**src/rtl/mvm_pkg.sv**
```systemverilog
// Shared types and default sizes for the MVM sequencing controller.
// Contents: FSM state enum, default width constants, result record (row, data).
package mvm_pkg;

  localparam int unsigned DEF_IWIDTH     = 8;
  localparam int unsigned DEF_OWIDTH     = 32;
  localparam int unsigned DEF_MAX_ROWS   = 64;
  localparam int unsigned DEF_MAX_CHUNKS = 16;
  localparam int unsigned DEF_DOT_LAT    = 5;
  localparam int unsigned DEF_FIFO_DEPTH = 4;
  localparam int unsigned DEF_ROW_W      = $clog2(DEF_MAX_ROWS);

  typedef enum logic [1:0] {
    S_IDLE  = 2'd0,
    S_RUN   = 2'd1,
    S_DRAIN = 2'd2,
    S_DONE  = 2'd3
  } state_t;

  // Result record at the default widths; the top re-declares the same layout
  // at its own parameterised widths.
  typedef struct packed {
    logic [DEF_ROW_W-1:0]  row;
    logic [DEF_OWIDTH-1:0] data;
  } res_t;

endpackage

```
**src/rtl/mvm_res_fifo.sv**
```systemverilog
// Result queue: synchronous FIFO of result records with a show-ahead head.
// Ports: i_clk, i_rst (sync, active high), i_push/i_wdata, i_pop,
//        o_rdata (current head), o_empty, o_full.
module mvm_res_fifo
  import mvm_pkg::*;
#(
  parameter int unsigned DEPTH = DEF_FIFO_DEPTH,
  parameter type         T     = res_t
) (
  input  logic i_clk,
  input  logic i_rst,
  input  logic i_push,
  input  T     i_wdata,
  input  logic i_pop,
  output T     o_rdata,
  output logic o_empty,
  output logic o_full
);

  localparam int unsigned AW = $clog2(DEPTH);

  T           r_mem [DEPTH];
  logic [AW:0] r_wptr;
  logic [AW:0] r_rptr;

  // Pointers carry one extra wrap bit to tell full from empty.
  always_ff @(posedge i_clk) begin
    if (i_rst) begin
      r_wptr <= '0;
      r_rptr <= '0;
      for (int unsigned i = 0; i < DEPTH; i++) r_mem[i] <= '0;
    end else begin
      if (i_push && !o_full) begin
        r_mem[r_wptr[AW-1:0]] <= i_wdata;
        r_wptr                <= r_wptr + (AW+1)'(1);
      end
      if (i_pop && !o_empty) r_rptr <= r_rptr + (AW+1)'(1);
    end
  end

  assign o_rdata = r_mem[r_rptr[AW-1:0]];
  assign o_empty = (r_wptr == r_rptr);
  assign o_full  = (r_wptr[AW] != r_rptr[AW]) && (r_wptr[AW-1:0] == r_rptr[AW-1:0]);

endmodule

```
**src/rtl/mvm_sched.sv**
```systemverilog
// Sequencing controller for the 8-lane dot-product pipeline (y = M*x).
// Issues operand reads, delays mem_ren into dot_ivalid, accumulates chunk
// results into row sums and queues finished rows on a valid/ready port.
// Ports: i_clk, i_rst (sync, active high), i_start/i_num_rows/i_num_chunks
//        (job request), o_busy, o_done, o_mem_ren/o_mat_raddr/o_vec_raddr
//        (memory reads), o_dot_ivalid, i_dot_result/i_dot_ovalid,
//        o_out_data/o_out_row/o_out_valid/i_out_ready (result queue).
// Build option: MVM_SCHED_SAT_EN makes the row accumulator saturate (sticky)
// instead of wrapping.
module mvm_sched
  import mvm_pkg::*;
#(
  parameter int unsigned IWIDTH     = DEF_IWIDTH,
  parameter int unsigned OWIDTH     = DEF_OWIDTH,
  parameter int unsigned MAX_ROWS   = DEF_MAX_ROWS,
  parameter int unsigned MAX_CHUNKS = DEF_MAX_CHUNKS,
  parameter int unsigned DOT_LAT    = DEF_DOT_LAT,
  parameter int unsigned FIFO_DEPTH = DEF_FIFO_DEPTH,
  localparam int unsigned RW   = $clog2(MAX_ROWS + 1),
  localparam int unsigned CW   = $clog2(MAX_CHUNKS + 1),
  localparam int unsigned AW   = $clog2(MAX_ROWS * MAX_CHUNKS),
  localparam int unsigned VW   = $clog2(MAX_CHUNKS),
  localparam int unsigned ROWW = $clog2(MAX_ROWS)
) (
  input  logic              i_clk,
  input  logic              i_rst,
  input  logic              i_start,
  input  logic [RW-1:0]     i_num_rows,
  input  logic [CW-1:0]     i_num_chunks,
  output logic              o_busy,
  output logic              o_done,
  output logic              o_mem_ren,
  output logic [AW-1:0]     o_mat_raddr,
  output logic [VW-1:0]     o_vec_raddr,
  output logic              o_dot_ivalid,
  input  logic [OWIDTH-1:0] i_dot_result,
  input  logic              i_dot_ovalid,
  output logic [OWIDTH-1:0] o_out_data,
  output logic [ROWW-1:0]   o_out_row,
  output logic              o_out_valid,
  input  logic              i_out_ready
);

  localparam int unsigned CRW = $clog2(FIFO_DEPTH + 1);

  // Reject unusable configurations at elaboration.
  if (IWIDTH == 0 || DOT_LAT == 0 || FIFO_DEPTH < 2 ||
      (FIFO_DEPTH & (FIFO_DEPTH - 1)) != 0) begin : g_bad_cfg
    $error("mvm_sched: invalid parameter set");
  end

  typedef struct packed {
    logic [ROWW-1:0]   row;
    logic [OWIDTH-1:0] data;
  } res_rec_t;

  state_t            r_state, w_next;
  logic [RW-1:0]     r_nrows, r_irow, r_rrow;
  logic [CW-1:0]     r_nchunks, r_ichunk, r_rchunk;
  logic [AW-1:0]     r_mat_next;
  logic [CRW-1:0]    r_credits;
  logic [OWIDTH-1:0] r_acc, w_acc_next;
  logic              r_push, r_busy, r_done, r_mem_ren, r_dot_ivalid;
  logic [AW-1:0]     r_mat_raddr;
  logic [VW-1:0]     r_vec_raddr;
  res_rec_t          r_push_rec, w_head;
  logic              w_empty, w_full, w_pop;
  logic              w_issue, w_latch, w_consume, w_last_chunk, w_last_row;
  logic [RW-1:0]     w_cur_row, w_nrows;
  logic [CW-1:0]     w_cur_chunk, w_nch;
  logic [AW-1:0]     w_cur_mat;

  // In IDLE the first chunk issues straight from the request inputs.
  always_comb begin
    w_cur_row   = r_irow;
    w_cur_chunk = r_ichunk;
    w_cur_mat   = r_mat_next;
    w_nrows     = r_nrows;
    w_nch       = r_nchunks;
    if (r_state == S_IDLE) begin
      w_cur_row   = '0;
      w_cur_chunk = '0;
      w_cur_mat   = '0;
      w_nrows     = i_num_rows;
      w_nch       = i_num_chunks;
    end
    w_last_chunk = (w_cur_chunk == w_nch - CW'(1));
    w_last_row   = (w_cur_row == w_nrows - RW'(1));
  end

  // Next-state and issue decision.
  always_comb begin
    w_next  = r_state;
    w_issue = 1'b0;
    w_latch = 1'b0;
    case (r_state)
      S_IDLE: begin
        if (i_start) begin
          if (i_num_rows == '0 || i_num_chunks == '0) begin
            w_next = S_DONE;
          end else begin
            w_latch = 1'b1;
            w_issue = 1'b1;
            w_next  = S_RUN;
          end
        end
      end
      S_RUN: begin
        if (r_irow == r_nrows) begin
          w_next = S_DRAIN;
        end else if (r_ichunk != '0 || r_credits != '0) begin
          w_issue = 1'b1;
          if (w_last_chunk && w_last_row) w_next = S_DRAIN;
        end
      end
      S_DRAIN: begin
        if (r_rrow == r_nrows && !r_push && w_empty) w_next = S_DONE;
      end
      S_DONE:  w_next = S_IDLE;
      default: w_next = S_IDLE;
    endcase
  end

  assign w_consume = w_issue && (w_cur_chunk == '0);
  assign w_pop     = !w_empty && i_out_ready;

`ifdef MVM_SCHED_SAT_EN
  logic             r_sat_pos, r_sat_neg, w_sat_pos, w_sat_neg;
  logic [OWIDTH:0]  w_sum;

  // Saturating add; once a row clamps it stays at that rail until row end.
  always_comb begin
    w_sum      = {r_acc[OWIDTH-1], r_acc} + {i_dot_result[OWIDTH-1], i_dot_result};
    w_acc_next = w_sum[OWIDTH-1:0];
    w_sat_pos  = r_sat_pos;
    w_sat_neg  = r_sat_neg;
    if (r_rchunk == '0) begin
      w_acc_next = i_dot_result;
      w_sat_pos  = 1'b0;
      w_sat_neg  = 1'b0;
    end else if (r_sat_pos || (!w_sum[OWIDTH] && w_sum[OWIDTH-1])) begin
      w_acc_next = {1'b0, {(OWIDTH-1){1'b1}}};
      w_sat_pos  = 1'b1;
    end else if (r_sat_neg || (w_sum[OWIDTH] && !w_sum[OWIDTH-1])) begin
      w_acc_next = {1'b1, {(OWIDTH-1){1'b0}}};
      w_sat_neg  = 1'b1;
    end
  end

  always_ff @(posedge i_clk) begin
    if (i_rst) begin
      r_sat_pos <= 1'b0;
      r_sat_neg <= 1'b0;
    end else if (i_dot_ovalid && r_state != S_IDLE) begin
      r_sat_pos <= w_sat_pos;
      r_sat_neg <= w_sat_neg;
    end
  end
`else
  // Wrapping add modulo 2^OWIDTH.
  always_comb begin
    w_acc_next = (r_rchunk == '0) ? i_dot_result : r_acc + i_dot_result;
  end
`endif

  always_ff @(posedge i_clk) begin
    if (i_rst) begin
      r_state      <= S_IDLE;
      r_busy       <= 1'b0;
      r_done       <= 1'b0;
      r_mem_ren    <= 1'b0;
      r_dot_ivalid <= 1'b0;
      r_mat_raddr  <= '0;
      r_vec_raddr  <= '0;
      r_nrows      <= '0;
      r_nchunks    <= '0;
      r_irow       <= '0;
      r_ichunk     <= '0;
      r_mat_next   <= '0;
      r_credits    <= CRW'(FIFO_DEPTH);
      r_rrow       <= '0;
      r_rchunk     <= '0;
      r_acc        <= '0;
      r_push       <= 1'b0;
      r_push_rec   <= '0;
    end else begin
      r_state      <= w_next;
      r_busy       <= (w_next != S_IDLE);
      r_done       <= (w_next == S_DONE);
      r_mem_ren    <= w_issue;
      r_dot_ivalid <= r_mem_ren;
      r_push       <= 1'b0;

      if (w_latch) begin
        r_nrows   <= i_num_rows;
        r_nchunks <= i_num_chunks;
      end

      // Issue counters; the matrix address is a running counter.
      if (w_issue) begin
        r_mat_raddr <= w_cur_mat;
        r_vec_raddr <= VW'(w_cur_chunk);
        r_mat_next  <= w_cur_mat + AW'(1);
        if (w_last_chunk) begin
          r_ichunk <= '0;
          r_irow   <= w_cur_row + RW'(1);
        end else begin
          r_ichunk <= w_cur_chunk + CW'(1);
          r_irow   <= w_cur_row;
        end
      end

      if (w_consume && !w_pop)      r_credits <= r_credits - CRW'(1);
      else if (!w_consume && w_pop) r_credits <= r_credits + CRW'(1);

      // Receive side: results arrive in issue order, untagged.
      if (w_latch) begin
        r_rrow   <= '0;
        r_rchunk <= '0;
      end else if (i_dot_ovalid && r_state != S_IDLE) begin
        r_acc <= w_acc_next;
        if (r_rchunk == r_nchunks - CW'(1)) begin
          r_push          <= 1'b1;
          r_push_rec.row  <= ROWW'(r_rrow);
          r_push_rec.data <= w_acc_next;
          r_rchunk        <= '0;
          r_rrow          <= r_rrow + RW'(1);
        end else begin
          r_rchunk <= r_rchunk + CW'(1);
        end
      end
    end
  end

  mvm_res_fifo #(
    .DEPTH (FIFO_DEPTH),
    .T     (res_rec_t)
  ) u_fifo (
    .i_clk   (i_clk),
    .i_rst   (i_rst),
    .i_push  (r_push && !w_full),
    .i_wdata (r_push_rec),
    .i_pop   (w_pop),
    .o_rdata (w_head),
    .o_empty (w_empty),
    .o_full  (w_full)
  );

  assign o_busy       = r_busy;
  assign o_done       = r_done;
  assign o_mem_ren    = r_mem_ren;
  assign o_mat_raddr  = r_mat_raddr;
  assign o_vec_raddr  = r_vec_raddr;
  assign o_dot_ivalid = r_dot_ivalid;
  assign o_out_data   = w_head.data;
  assign o_out_row    = w_head.row;
  assign o_out_valid  = !w_empty;

endmodule

```
**config.mk**
```make
export PLATFORM = sky130hd
export DESIGN_NAME = mvm_sched
export DESIGN_NICKNAME = d
export VERILOG_FILES = /design/src/rtl/mvm_pkg.sv /design/src/rtl/mvm_res_fifo.sv /design/src/rtl/mvm_sched.sv
export SDC_FILE = /design/constraint.sdc
export NUM_CORES = 1
export LEC_CHECK = 0
export BUFFER_PORTS_ARGS = -buffer_cell sky130_fd_sc_hd__buf_2
export CORE_MARGIN = 1.5
export CORE_UTILIZATION = 34
export CTS_CLUSTER_DIAMETER = 40
export CTS_CLUSTER_SIZE = 40
export DETAILED_ROUTE_END_ITERATION = 16
export HOLD_SLACK_MARGIN = 0.15
export PLACE_DENSITY = 0.48
export SLEW_MARGIN = 20
export SYNTH_ARGS = -nofsm -noshare
export SYNTH_HDL_FRONTEND = slang
export SYNTH_SLANG_ARGS = --single-unit
```
**constraint.sdc**
```tcl
create_clock -name i_clk -period 3.7 [get_ports i_clk]
set_input_delay 0.37 -clock i_clk [delete_from_list [all_inputs] [get_ports i_clk]]
set_output_delay 0.37 -clock i_clk [all_outputs]
set_load 0.02 [all_outputs]
```
==> flow_summary_export.csv, run 1 <==
group,metric,value,unit
run_status,result_of_the_run,"finished, final reports clean",
routing,postRouteWirelength,40.1,mm
grt,groute.layer.met2.usage,0.276,
routing,firstDrtPassIters,5,
die,design.die.area,45800,um2
grt,met3_usage,0.0327,
clock_tree,tritoncts,"built",
setup_path,reg2regPathDepth,13,
setup_path,crit_cells,13,
synthesis,post_synth_inst_count,1450,
die,floorplan.rows,77,
synthesis,synth_area,15100,um2
synthesis,yosys.area.top_type_share,0.302,
finish,final_cells,2199,
min_path,min_path_cells,3,
min_path,holdCritPathClass,"primary input to flip-flop",
routing,drt-initial-drc-count,686,
sta,finalHoldWorstSlack,0.197,ns
routing,drtAntennaViolNets,0,
sta,rsz0062_at_grt,"no",
sta,fmax,295,MHz
setup_path,critPathMostFrequentCell,"sky130_fd_sc_hd__nand2b_1",
sta,slew_at_the_pin_closest_to_its_max_slew_limit,0.901,ns
clock_tree,post_cts_buffers,0,
setup_path,critPathArrivalTime,3.84,ns
setup_path,critical_path.cell_chain,"nor2_2 > buf_4 > mux2i_1 > ha_1 > nand2b_1 > nor4_1 > xnor2_1 > nor2_1 > or4_1 > nor4b_1 > nand2b_1 > a31o_2 > o21ai_1",
setup_path,worstPathBufferInverterCount,1,
synthesis,synth-edff-count,152,
power,finalPower,0.0104,W
power,power.ir.vdd_worst,311,uV
synthesis,synthArstFlopShare,0,
finish,final_nets,1657,
setup_path,critPathLaunchType,"flip-flop",
die,fp.dieW,214,um
synthesis,synth.ff_latch_count,300,
routing,vias_per_cell,5.04,
sta,max_slew_margin,0.397,
routing,detailroute.via_count,11100,
grt,grt_overflow,0,
finish,area_delta_synth_final,20.6,%
synthesis,synthesis.area_per_instance,10.4,um2
clock_tree,root_buffer,"sky130_fd_sc_hd__clkbuf_16",
grt,busiest_layer,"met2",
placement,dpl_worst_slack,0.161,ns
grt,grt_antenna_before_repair,0,
finish,fill_cells,4301,
synthesis,post-synth-top-count-cell,"sky130_fd_sc_hd__and2_1",
placement,place.detailed.hpwl,26.3,mm
power,power_leakage,6.95,nW
power,power_per_cell_area,568,nW/um2
setup_path,critical_path.top_delay_family,"simple AND/OR/NAND/NOR gates",
synthesis,postSynthNetCount,1545,
clock_tree,cts_buffers,53,
clock_tree,clock_path_buffers,3,
synthesis,synth.yosys.seq_area_share,0.497,
sta,layout_worst_path_cycle_share,0.915,
sta,number_of_hold_slack_violations_in_the_final_timing_report,0,
routing,drt_drc_violations_left,0,
grt,groute.layer.met1.usage,0.244,
sta,period_minus_slack,3.38,ns
clock_tree,htree_num_levels,2,
setup_path,longest_individual_stage_delay_on_the_worst_path,0.47,ns
die,core-area,44000,um2
placement,io_buffer_count,105,
grt,all_layer_global_routing_usage,0.176,
sta,timing.clock.skew,0.0272,ns
finish,share_of_cells_above_drive_strength_1,0.185,
sta,count_of_endpoints_failing_setup_in_the_final_report,0,
setup_path,cpMaxStageDelayCell,"sky130_fd_sc_hd__or4_1",
placement,gpl.final_weighted_congestion,0.834,
sta,setup_tns,0,ns
setup_path,cp-end-kind,"flip-flop",
synthesis,post_synth_most_frequent_cells,"sky130_fd_sc_hd__and2_1 (159), sky130_fd_sc_hd__edfxtp_1 (152), sky130_fd_sc_hd__dfxtp_1 (148)",
clock_tree,numClockSinks,300,
setup_path,path_max_fanout,18,
clock_tree,ctsResizeCount,0,
synthesis,synth_top_cell_by_area,"sky130_fd_sc_hd__edfxtp_1",
placement,dp.cells,2082,
grt,grt_start_max_net_pins,65,
synthesis,synth.area.top_cells,"sky130_fd_sc_hd__edfxtp_1 (30%), sky130_fd_sc_hd__dfxtp_1 (20%), sky130_fd_sc_hd__and2_1 (6.6%)",
die,start_util,0.344,
clock_tree,clk_latency,0.61,ns
synthesis,yosys_most_used_dff,"sky130_fd_sc_hd__edfxtp_1",
grt,via_count_of_the_first_global_routing_pass,11200,
clock_tree,cts.clk_slew.worst_paths,0.05,ns
sta,final_slew_violations,0,
die,ioPinCount,106,
clock_tree,cts_hold_buffers,17,
flow_run,maxCapViolations,0,
finish,n_antenna_cell,0,
grt,grt_first_pass_wirelength,63.9,mm
setup_path,worst-setup-path-type,"flip-flop to flip-flop",
routing,routed_wire_length_per_instance,18.2,um
synthesis,yosys_warnings,0,
synthesis,synth.distinct_cells,72,
die,height_of_the_die,214,um
setup_path,cp_data_required_time,4.15,ns
sta,worst_slack,0.315,ns
[per-stage QoR]
stage	cell area (um2)	utilization
global placement	16300	0.371
finish	18300	0.415
detailed placement	16300	0.371
CTS	18300	0.415
global route	18300	0.415
floorplan	15100	-
[worst min-delay path, stage by stage]
cell and delay (ns):
sky130_fd_sc_hd__buf_2 0.15, sky130_fd_sc_hd__nand3_1 0.08, sky130_fd_sc_hd__a41oi_1 0.11
[path summary, 6_finish.rpt]
kind	start	endpoint	slack, ns
hold reg to reg	o_mat_raddr[7]$_SDFFE_PP0P_	o_mat_raddr[7]$_SDFFE_PP0P_	0.45
setup reg to reg	r_state[1]$_SDFF_PP0_	o_busy$_SDFF_PP0_	0.32
setup / recovery	r_state[1]$_SDFF_PP0_	o_busy$_SDFF_PP0_	0.32
hold / removal	i_dot_result[31]	r_acc[31]$_SDFFE_PP0P_	0.20
[registers in the layout, indices dropped and copies added, names as in the netlist, 5 cells and up, named ones only]
name          cells
u_fifo.r_mem    152
r_push_rec       38
r_acc            32
o_mat_raddr      10
r_mat_next       10
r_irow            7
r_nrows           7
r_rrow            7
r_ichunk          5
r_nchunks         5
r_rchunk          5
[cells by family after synthesis]
logic type	count (synthesis)	synth area share
AND/OR/NAND/NOR	572	0.196
buffers and inverters	120	0.0314
AO/OA/AOI/OAI	268	0.114
multiplexers	72	0.0803
adder cells (fa/ha/maj)	46	0.0390
XOR/XNOR	72	0.0417
flip-flops	300	0.497
[power breakdown]
| group | switching, W | internal [W] |
|---|---|---|
| Clock | 0.00179 | 0.00298 |
| Combinational | 0.00111 | 0.000689 |
| Sequential | 0.000135 | 0.00367 |
[cell usage in the layout, fill, tap and decap left out, types with 31 or more instances in the layout]
cell / n
sky130_fd_sc_hd__nor2_1: 145
sky130_fd_sc_hd__clkbuf_16: 53
sky130_fd_sc_hd__xnor2_1: 40
sky130_fd_sc_hd__dfxtp_1: 146
sky130_fd_sc_hd__xor2_1: 32
sky130_fd_sc_hd__ha_1: 44
sky130_fd_sc_hd__a211oi_1: 53
sky130_fd_sc_hd__and2_1: 158
sky130_fd_sc_hd__o21ai_0: 45
sky130_fd_sc_hd__edfxtp_1: 152
sky130_fd_sc_hd__nand2_1: 108
sky130_fd_sc_hd__nand3_1: 36
sky130_fd_sc_hd__mux4_2: 38
sky130_fd_sc_hd__a21oi_1: 90
sky130_fd_sc_hd__buf_4: 31
sky130_fd_sc_hd__buf_2: 104
[final cells by class]
class / count / area [um2] / share of cell area
timing repair buffer: 153 / 943 / 0.0517
inverter: 24 / 90.1 / 0.00494
clock inverter: 39 / 390 / 0.0214
multi-input combinational: 1030 / 7180 / 0.394
clock buffer: 61 / 1380 / 0.0754
tap: 592 / 741 / 0.0406
sequential: 300 / 7530 / 0.413
[layer usage]
| metal | wire [um] | part of all wire |
|---|---|---|
| met4 | 967 | 0.024 |
| met5 | 0 | 0 |
| met1 | 19500 | 0.49 |
| met3 | 1620 | 0.040 |
| met2 | 18000 | 0.45 |
Power figures use the tool's default switching activity.
==> run 2, diff against run 1 <==
Settings changed: CAP_MARGIN from default to 30, REMOVE_ABC_BUFFERS from default to 1.
Clock period 3.7 ns to 3.95 ns, I/O delays scaled along.
==> run 2 against run 1 <==
Net effect:
- clock-buffer cell count did not move
- fmax is 0.15% higher
- wire length decreased by 2.8%
- setup slack gained 0.26 ns
- sequential share of layout area increased by 0.16 points
- flip-flop and latch count unchanged
- utilization is 0.16 points lower
- die area unchanged
- critical endpoint unchanged
==> flow_summary_export.csv, run 2 (synthesis gave the netlist of run 1 again) <==
group,metric,value,unit
run_status,result_of_the_run,"finished, final reports clean",
sta,rsz0062_at_grt,"no",
power,power.ir.vdd_worst,270,uV
finish,most_common_cell_after_layout_fill_and_taps_aside,"sky130_fd_sc_hd__and2_1",
sta,fmax,296,MHz
placement,gpl.final_weighted_congestion,0.821,
sta,count_of_endpoints_failing_setup_in_the_final_report,0,
clock_tree,cts_buffers,49,
clock_tree,tritoncts,"built",
finish,area_delta_synth_final,20.1,%
routing,drt_drc_violations_left,0,
grt,grt_start_max_net_pins,119,
routing,postRouteWirelength,39.0,mm
clock_tree,cts.clk_slew.worst_paths,0.05,ns
sta,slew_at_the_pin_closest_to_its_max_slew_limit,0.879,ns
die,height_of_the_die,214,um
die,design.die.area,45800,um2
routing,routed_wire_length_per_instance,17.8,um
grt,grt_overflow,0,
clock_tree,htree_num_levels,2,
finish,final_nets,1648,
routing,firstDrtPassIters,4,
finish,layout_common_cells,"sky130_fd_sc_hd__and2_1 (158), sky130_fd_sc_hd__edfxtp_1 (152), sky130_fd_sc_hd__dfxtp_1 (146), sky130_fd_sc_hd__nor2_1 (145), sky130_fd_sc_hd__nand2_1 (108)",
sta,final_slew_violations,0,
grt,all_layer_global_routing_usage,0.171,
routing,vias_per_cell,5.03,
die,core-area,44000,um2
setup_path,cp-end-kind,"flip-flop",
finish,final_design_utilization,0.413,
die,fp.dieW,214,um
setup_path,critPathArrivalTime,3.82,ns
power,power_per_cell_area,527,nW/um2
placement,io_buffer_count,105,
routing,drt-initial-drc-count,621,
setup_path,path_max_fanout,11,
clock_tree,root_buffer,"sky130_fd_sc_hd__clkbuf_16",
finish,n_antenna_cell,0,
die,ioPinCount,106,
placement,place.detailed.hpwl,25.6,mm
routing,drtAntennaViolNets,0,
setup_path,critPathLaunchType,"flip-flop",
grt,via_count_of_the_first_global_routing_pass,10700,
min_path,holdCritPathClass,"primary input to flip-flop",
sta,layout_worst_path_cycle_share,0.856,
die,floorplan.rows,77,
setup_path,worst-setup-path-type,"flip-flop to flip-flop",
grt,grt_antenna_before_repair,0,
die,start_util,0.344,
clock_tree,post_cts_buffers,0,
finish,largest-register,"u_fifo.r_mem",
clock_tree,clock_path_buffers,3,
sta,number_of_hold_slack_violations_in_the_final_timing_report,0,
finish,share_of_cells_above_drive_strength_1,0.182,
finish,layout_top_registers,"u_fifo.r_mem x152, r_push_rec x38, r_acc x32",
sta,max_slew_margin,0.409,
clock_tree,numClockSinks,300,
grt,grt_first_pass_wirelength,62.0,mm
sta,period_minus_slack,3.38,ns
power,finalPower,0.00958,W
finish,largest_register_ffs,152,
flow_run,maxCapViolations,0,
clock_tree,clk_latency,0.58,ns
routing,detailroute.via_count,11000,
setup_path,cp_data_required_time,4.39,ns
sta,timing.clock.skew,0.0209,ns
power,power_leakage,6.91,nW
## run 2: repair_timing
action / CTS / global route
hold endpoints to repair: 22 / 0
hold buffers: 17 / 0
resized for setup: 0 / 0
## run 2: power breakdown
group	internal [W]	switching [W]	total [W]	leakage, nW
Clock	0.00269	0.00166	0.00435	0.826
Combinational	0.000638	0.00103	0.00167	3.32
Sequential	0.00344	0.000124	0.00356	2.76
Total	0.00677	0.00281	0.00958	6.91
## run 2: worst paths after layout
kind | startpoint | end | slack [ns] | depth (start not counted)
max | r_state[1]$_SDFF_PP0_ | o_busy$_SDFF_PP0_ | 0.57 | 12
min | i_dot_result[31] | r_acc[31]$_SDFFE_PP0P_ | 0.22 | 3
max reg2reg | r_state[1]$_SDFF_PP0_ | o_busy$_SDFF_PP0_ | 0.57 | 12
min reg2reg | o_vec_raddr[1]$_SDFFE_PP0P_ | o_vec_raddr[1]$_SDFFE_PP0P_ | 0.45 | 2
## run 2: metal layers
| metal | up-vias | GRT usage | part of all wire |
|---|---|---|---|
| met5 | - | 0 | 0 |
| met4 | 0 | 0.0442 | 0.018 |
| met3 | 53 | 0.0287 | 0.035 |
| met2 | 176 | 0.273 | 0.46 |
| met1 | 5293 | 0.239 | 0.49 |
| li1 | 5473 | - | - |
## run 2: cell type report
class                      instances  area, um2
clock buffer                      61       1350
clock inverter                    31        338
fill                            4299      25800
inverter                          24       90.1
multi-input combinational       1030       7190
sequential                       300       7530
tap                              592        741
timing repair buffer             148        942
## run 2: critical path, stage by stage, from the launching register on
cell and delay, ns:
sky130_fd_sc_hd__dfxtp_1 0.40, sky130_fd_sc_hd__nor2_2 0.53, sky130_fd_sc_hd__mux2i_1 0.27, sky130_fd_sc_hd__ha_1 0.28, sky130_fd_sc_hd__nand2b_1 0.11, sky130_fd_sc_hd__nor4_1 0.25
sky130_fd_sc_hd__xnor2_1 0.16, sky130_fd_sc_hd__nor2_1 0.05, sky130_fd_sc_hd__or4_1 0.47, sky130_fd_sc_hd__nor4b_1 0.33, sky130_fd_sc_hd__nand2b_1 0.15, sky130_fd_sc_hd__a31o_2 0.17
sky130_fd_sc_hd__o21ai_1 0.06
## run 2: stage by stage
step	cells	hold slack [ns]	worst slack, ns	cell area (um2)	TNS, ns
detailed placement	2077	0.443	0.594	16300	0
global route	2186	0.214	0.255	18200	0
finish	2186	0.216	0.571	18200	0
CTS	2186	0.167	0.564	18200	0
floorplan	1354	0.430	-3.91	14700	-165.84
global placement	2075	0.437	0.648	16300	0
